### config.mk
export PLATFORM = sky130hd
export DESIGN_NAME = br_stack
export DESIGN_NICKNAME = d
export VERILOG_FILES = /design/src/rtl/br_stack.sv
export SDC_FILE = /design/constraint.sdc
export NUM_CORES = 2
export LEC_CHECK = 0
export ABC_AREA = 1
export CAP_MARGIN = 20
export CORE_ASPECT_RATIO = 0.5
export CORE_MARGIN = 3
export CORE_UTILIZATION = 45
export CTS_CLUSTER_SIZE = 20
export DETAILED_ROUTE_END_ITERATION = 12
export PLACE_DENSITY = 0.69
export SKIP_LAST_GASP = 1
export SYNTH_ARGS = -nofsm -noshare
export SYNTH_HDL_FRONTEND = slang
export SYNTH_SLANG_ARGS = --single-unit
export TNS_END_PERCENT = 50
### constraint.sdc
create_clock -name clk -period 18.4 [get_ports clk]
set_clock_uncertainty 0.15 [all_clocks]
set_input_delay 2.76 -clock clk [delete_from_list [all_inputs] [get_ports clk]]
set_output_delay 2.76 -clock clk [all_outputs]
set_load 0.1 [all_outputs]
### src/rtl/br_stack.sv
// Branch checkpoint stack: one slot per in-flight branch, holding a map table copy
// and free-list head; resolves branches by dependency mask and supplies recovery state.
module br_stack #(
  parameter int BR_MASK_W  = 5,
  parameter int BR_STATE_W = 2,
  parameter int MT_NUM     = 32,
  parameter int PRF_IDX_W  = 6,
  parameter int FL_HEAD_W  = 5
) (
  input  logic                              clk,
  input  logic                              rst,
  input  logic                              is_br_i,
  input  logic                              is_cond_i,
  input  logic                              is_taken_i,
  input  logic [BR_STATE_W-1:0]             br_state_i,
  input  logic [BR_MASK_W-1:0]              br_dep_mask_i,
  input  logic [MT_NUM*(PRF_IDX_W+1)-1:0]   bak_mp_next_data_i,
  input  logic [FL_HEAD_W-1:0]              bak_fl_head_i,
  input  logic                              cdb_vld_i,
  input  logic [PRF_IDX_W-1:0]              cdb_tag_i,
  output logic [BR_MASK_W-1:0]              br_mask_o,
  output logic [BR_MASK_W-1:0]              br_bit_o,
  output logic                              full_o,
  output logic [MT_NUM*(PRF_IDX_W+1)-1:0]   rc_mt_all_data_o,
  output logic [FL_HEAD_W-1:0]              rc_fl_head_o
);

  localparam int ENT_W = PRF_IDX_W + 1;
  localparam int MT_W  = MT_NUM * ENT_W;
  localparam logic [BR_STATE_W-1:0] BR_NONE    = BR_STATE_W'(0);
  localparam logic [BR_STATE_W-1:0] BR_WRONG   = BR_STATE_W'(1);
  localparam logic [BR_STATE_W-1:0] BR_CORRECT = BR_STATE_W'(2);

  // Sets the ready bit of every map entry whose tag matches the CDB broadcast.
  function automatic logic [MT_W-1:0] cdb_wakeup(input logic [MT_W-1:0] d,
                                                 input logic vld,
                                                 input logic [PRF_IDX_W-1:0] tag);
    logic [MT_W-1:0] o;
    o = d;
    for (int j = 0; j < MT_NUM; j++)
      if (vld && d[j*ENT_W +: PRF_IDX_W] == tag) o[j*ENT_W + PRF_IDX_W] = 1'b1;
    return o;
  endfunction

  logic [BR_MASK_W-1:0] br_mask;
  logic [BR_MASK_W-1:0] dep_mask [BR_MASK_W];
  logic [MT_W-1:0]      mt       [BR_MASK_W];
  logic [FL_HEAD_W-1:0] fl_head  [BR_MASK_W];

  logic [BR_MASK_W-1:0] r_oh, alloc_oh, freed, dep_new, mask_nxt;
  logic                 hit, alloc_found, do_alloc, is_wrong, is_correct;
  logic [MT_W-1:0]      rc_mt_sel;
  logic [FL_HEAD_W-1:0] rc_fl_sel;
  logic                 unused_info;

  assign unused_info = ^{is_cond_i, is_taken_i};
  assign full_o      = &br_mask;
  assign br_mask_o   = br_mask;

  always_comb begin
    r_oh        = '0;
    hit         = 1'b0;
    alloc_oh    = '0;
    alloc_found = 1'b0;
    for (int k = 0; k < BR_MASK_W; k++) begin
      if (!hit && br_mask[k] && dep_mask[k] == br_dep_mask_i) begin
        r_oh[k] = 1'b1;
        hit     = 1'b1;
      end
      if (!alloc_found && !br_mask[k]) begin
        alloc_oh[k] = 1'b1;
        alloc_found = 1'b1;
      end
    end
    is_wrong   = hit && (br_state_i == BR_WRONG);
    is_correct = hit && (br_state_i == BR_CORRECT);
    // A mispredict in flight makes any same-cycle dispatch wrong-path, so it is dropped.
    do_alloc   = is_br_i && !full_o && (br_state_i != BR_WRONG);
    freed = '0;
    if (is_correct)    freed = r_oh;
    else if (is_wrong) freed = br_mask & ~br_dep_mask_i;
    dep_new  = br_mask & ~freed;
    mask_nxt = dep_new | (do_alloc ? alloc_oh : '0);
    rc_mt_sel = '0;
    rc_fl_sel = '0;
    for (int k = 0; k < BR_MASK_W; k++) begin
      if (r_oh[k]) begin
        rc_mt_sel = mt[k];
        rc_fl_sel = fl_head[k];
      end
    end
  end

  assign br_bit_o         = (br_state_i != BR_NONE) ? r_oh : '0;
  assign rc_mt_all_data_o = is_wrong ? cdb_wakeup(rc_mt_sel, cdb_vld_i, cdb_tag_i) : '0;
  assign rc_fl_head_o     = is_wrong ? rc_fl_sel : '0;

  always_ff @(posedge clk) begin
    if (rst) begin
      br_mask <= '0;
      for (int k = 0; k < BR_MASK_W; k++) begin
        dep_mask[k] <= '0;
        mt[k]       <= '0;
        fl_head[k]  <= '0;
      end
    end else begin
      br_mask <= mask_nxt;
      for (int k = 0; k < BR_MASK_W; k++) begin
        if (do_alloc && alloc_oh[k]) begin
          dep_mask[k] <= dep_new;
          mt[k]       <= cdb_wakeup(bak_mp_next_data_i, cdb_vld_i, cdb_tag_i);
          fl_head[k]  <= bak_fl_head_i;
        end else begin
          if (is_correct) dep_mask[k] <= dep_mask[k] & ~r_oh;
          if (br_mask[k]) mt[k] <= cdb_wakeup(mt[k], cdb_vld_i, cdb_tag_i);
        end
      end
    end
  end

endmodule

==> flow_summary.yaml <==
placed_design:
  place.gp.congestion: 0.915
  dp_cells: 11396
  preCtsSetupSlack_ns: 5.87
  hpwl_mm: 169
  port-buffer-count: 485
yosys:
  synth_edf_count: 1170
  syn_avg_cell_area_um2: 7.83
  synth_seq_cells: 1175
  synth_cells: 9292
  async_flop_share_pct: 0
  synth_flop_cell: "edfxtp_1"
  synth_nets: 9540
  syn_area_um2: 72700
  yosys_warnings: 0
  synth-seq-area-share_pct: 48.5
  synthDistinctLibCells: 52
sta:
  slew_headroom_pct: 22.2
  layout_setup_ws_ns: 5.69
  fin_hold_ws_ns: 0.453
  fmax_mhz: 78.7
  fin_crit_ns: 12.71
  slew_violations: 0
  final_hold_viol_count: 0
  rsz0062_at_grt: "false"
  fin_tns_setup_ns: 0
  finalSetupViolations: 0
  worst_slew_pin_slew_ns: 1.17
  period_share_pct: 69.1
clock_network:
  cts_setup_buffers: 0
  cts_made_buffers: 109
  cts_tree: "done"
  clkTransAtPathRegs_ns: 0.07
  htreeDepth: 3
  cts_resized: 0
  clock-root-buffer: "clkbuf_16"
  clk_latency_ns: 0.74
  ctsHoldBuffers: 0
  cts_sinks: 1175
  clockBufferDepth: 3
floorplanning:
  die_area_um2: 167000
  start_util_pct: 45.7
  rows: 103
  coreArea_um2: 159000
  die_h_um: 290
  die_w_um: 574
  ios: 488
detailed_routing:
  drtIter0Drc: 9604
  via_count: 70054
  drc_errors: 0
  ant_nets: 0
  routed_via_density: 6.04
  drtPass1Iterations: 11
  routed_wl_mm: 276
  routedWlPerCell_um: 23.8
layout:
  fillCellCount: 14866
  layout-drive-gt1-share_pct: 3.94
  area_growth_pct: 13.2
  final_cells: 11601
  regArea_um2: 35200
  mostFrequentLayoutCell: "nand2_1"
  finalNetCount: 9604
  multi_input_area_um2: 31000
  final_cell_mix: "2018 x nand2_1, 1780 x nor2_1, 1170 x edfxtp_1"
power:
  powerDensity_nw_per_um2: 81.4
  p_clk_share_pct: 34.1
  sw_frac_of_total_pct: 28.7
  switchingPower_uw: 1920
  comb_power_share_pct: 15.0
  power.internal_uw: 4780
  ir_drop_mv: 0.0736
  power_frac_seq_pct: 50.9
  leakage_uw: 0.0347
global_routing:
  track_usage_pct: 31.8
  grt_overflow: 0
  grt_max_degree: 159
  grt_pass1_wl_mm: 409
  grt_pass1_vias: 66351
  antenna_found_initial: 7
  gr-usage-met3_pct: 5.81
  use_met1_pct: 42.6
  globalRouteMet2Util_pct: 50.4
  grt.busiest_layer: "met2"
critical_path:
  cp-end-kind: "output pin"
  critPathMaxFanout: 67
  worstSetupPathType: "input pin to output pin"
  cp.arrival_ns: 9.80
  start_kind: "input pin"
  crit_required_ns: 15.49
run:
  drv_cap: 0
worst_hold_path:
  hp-class: "flop to flop"
outcome:
  outcome: "completed"
## per-layer routing
metal | part of all wire [%] | up-vias
met3 | 13 | 942
li1 | - | 31327
met4 | 5.1 | 0
met2 | 45 | 4986
met5 | 0 | -
met1 | 38 | 32799
## cells by family (layout without fill, tap and decap cells)
kind of cell    count (synthesis)  in the layout  share of synthesized area [%]
simple gates                 4823           4823                           27.1
buf+inv                      1680           1832                           9.03
compound gates               1338           1338                           12.1
flops                        1175           1175                           48.5
xor+xnor                      263            263                           3.17
mux                            13             13                          0.179
other cells                     0              5                              0
## cell usage after synthesis, types with 20 or more instances
library cell / count / area (um2)
a221oi_1: 101 / 885
buf_2: 195 / 976
o211ai_1: 44 / 330
o21ai_0: 352 / 1760
buf_1: 75 / 282
a21oi_1: 207 / 1040
xor2_1: 150 / 1310
or2_2: 43 / 269
a31oi_1: 30 / 188
nand3_1: 765 / 3830
or2_1: 20 / 125
a41oi_1: 26 / 228
clkbuf_1: 377 / 1420
nand4_1: 53 / 332
o2111ai_1: 102 / 893
o22ai_1: 254 / 1590
inv_1: 1015 / 3810
nor2_1: 1787 / 6710
o221ai_1: 77 / 674
xnor2_1: 113 / 990
edfxtp_1: 1170 / 35100
nand2_1: 2030 / 7620
a211oi_1: 50 / 375
a2111oi_0: 53 / 464
nor4_1: 86 / 538
## power groups by stage
stage / sequential, uW / clock [uW] / combinational, uW
6_report: 3410 / 2290 / 1010
5_1_grt: 3440 / 2400 / 1090
3_3_place_gp: 3450 / 0 / 956
3_5_place_dp: 3460 / 0 / 976
2_1_floorplan: 3440 / 0 / 628
4_1_cts: 3410 / 2280 / 981
## critical path, stage by stage
cell and delay (ns):
clkdlybuf4s50_1 0.67, inv_2 0.16, nand2_1 0.09, nand2_1 0.05
nor2_1 0.16, nand3_4 0.67, nand2_2 0.37, nor2_8 0.12
nand3_4 0.22, buf_4 0.76, buf_4 0.79, buf_4 0.65
nand3_1 0.22, nand2_1 0.21, nand2_1 0.07, nand2_1 0.08
nand3b_1 0.07, nor2_1 0.14, nor2_1 0.07, nor2_1 0.08
clkdlybuf4s50_1 1.18
## stage by stage
stage	power (uW)	utilization [%]	instance area, um2
2_1_floorplan	4070	-	72700
3_3_place_gp	4410	49.6	78900
3_5_place_dp	4440	49.6	78900
4_1_cts	6670	51.7	82300
5_1_grt	6930	51.7	82300
6_report	6700	51.7	82300
## registers in the layout, indices dropped and copies added, names as in the netlist
signal     count
br_mask_o      5
dep_mask      25
fl_head       25
mt          1120
## worst paths after layout
kind / startpoint / to / slack, ns / cells after the start
worst max register to register: dep_mask[0][3] / dep_mask[3][4] / 13.31 / 14
worst max-delay path: br_dep_mask_i[4] / rc_mt_all_data_o[27] / 5.69 / 21
worst min register to register: mt[4][48] / mt[4][48] / 0.45 / 2
worst min-delay path: mt[4][48] / mt[4][48] / 0.45 / 2
## area by class of cell
| class | count | area share (%) |
|---|---|---|
| clock buffers | 139 | 3.53 |
| clock inverters | 60 | 0.617 |
| repair buffers | 604 | 7.27 |
| well taps | 2152 | 3.27 |
| flip-flops and latches | 1175 | 42.8 |
| diodes | 5 | 0.0152 |
| inverters | 1029 | 4.78 |
| multi-input cells | 6437 | 37.7 |
(Power assumes the default switching activity.)
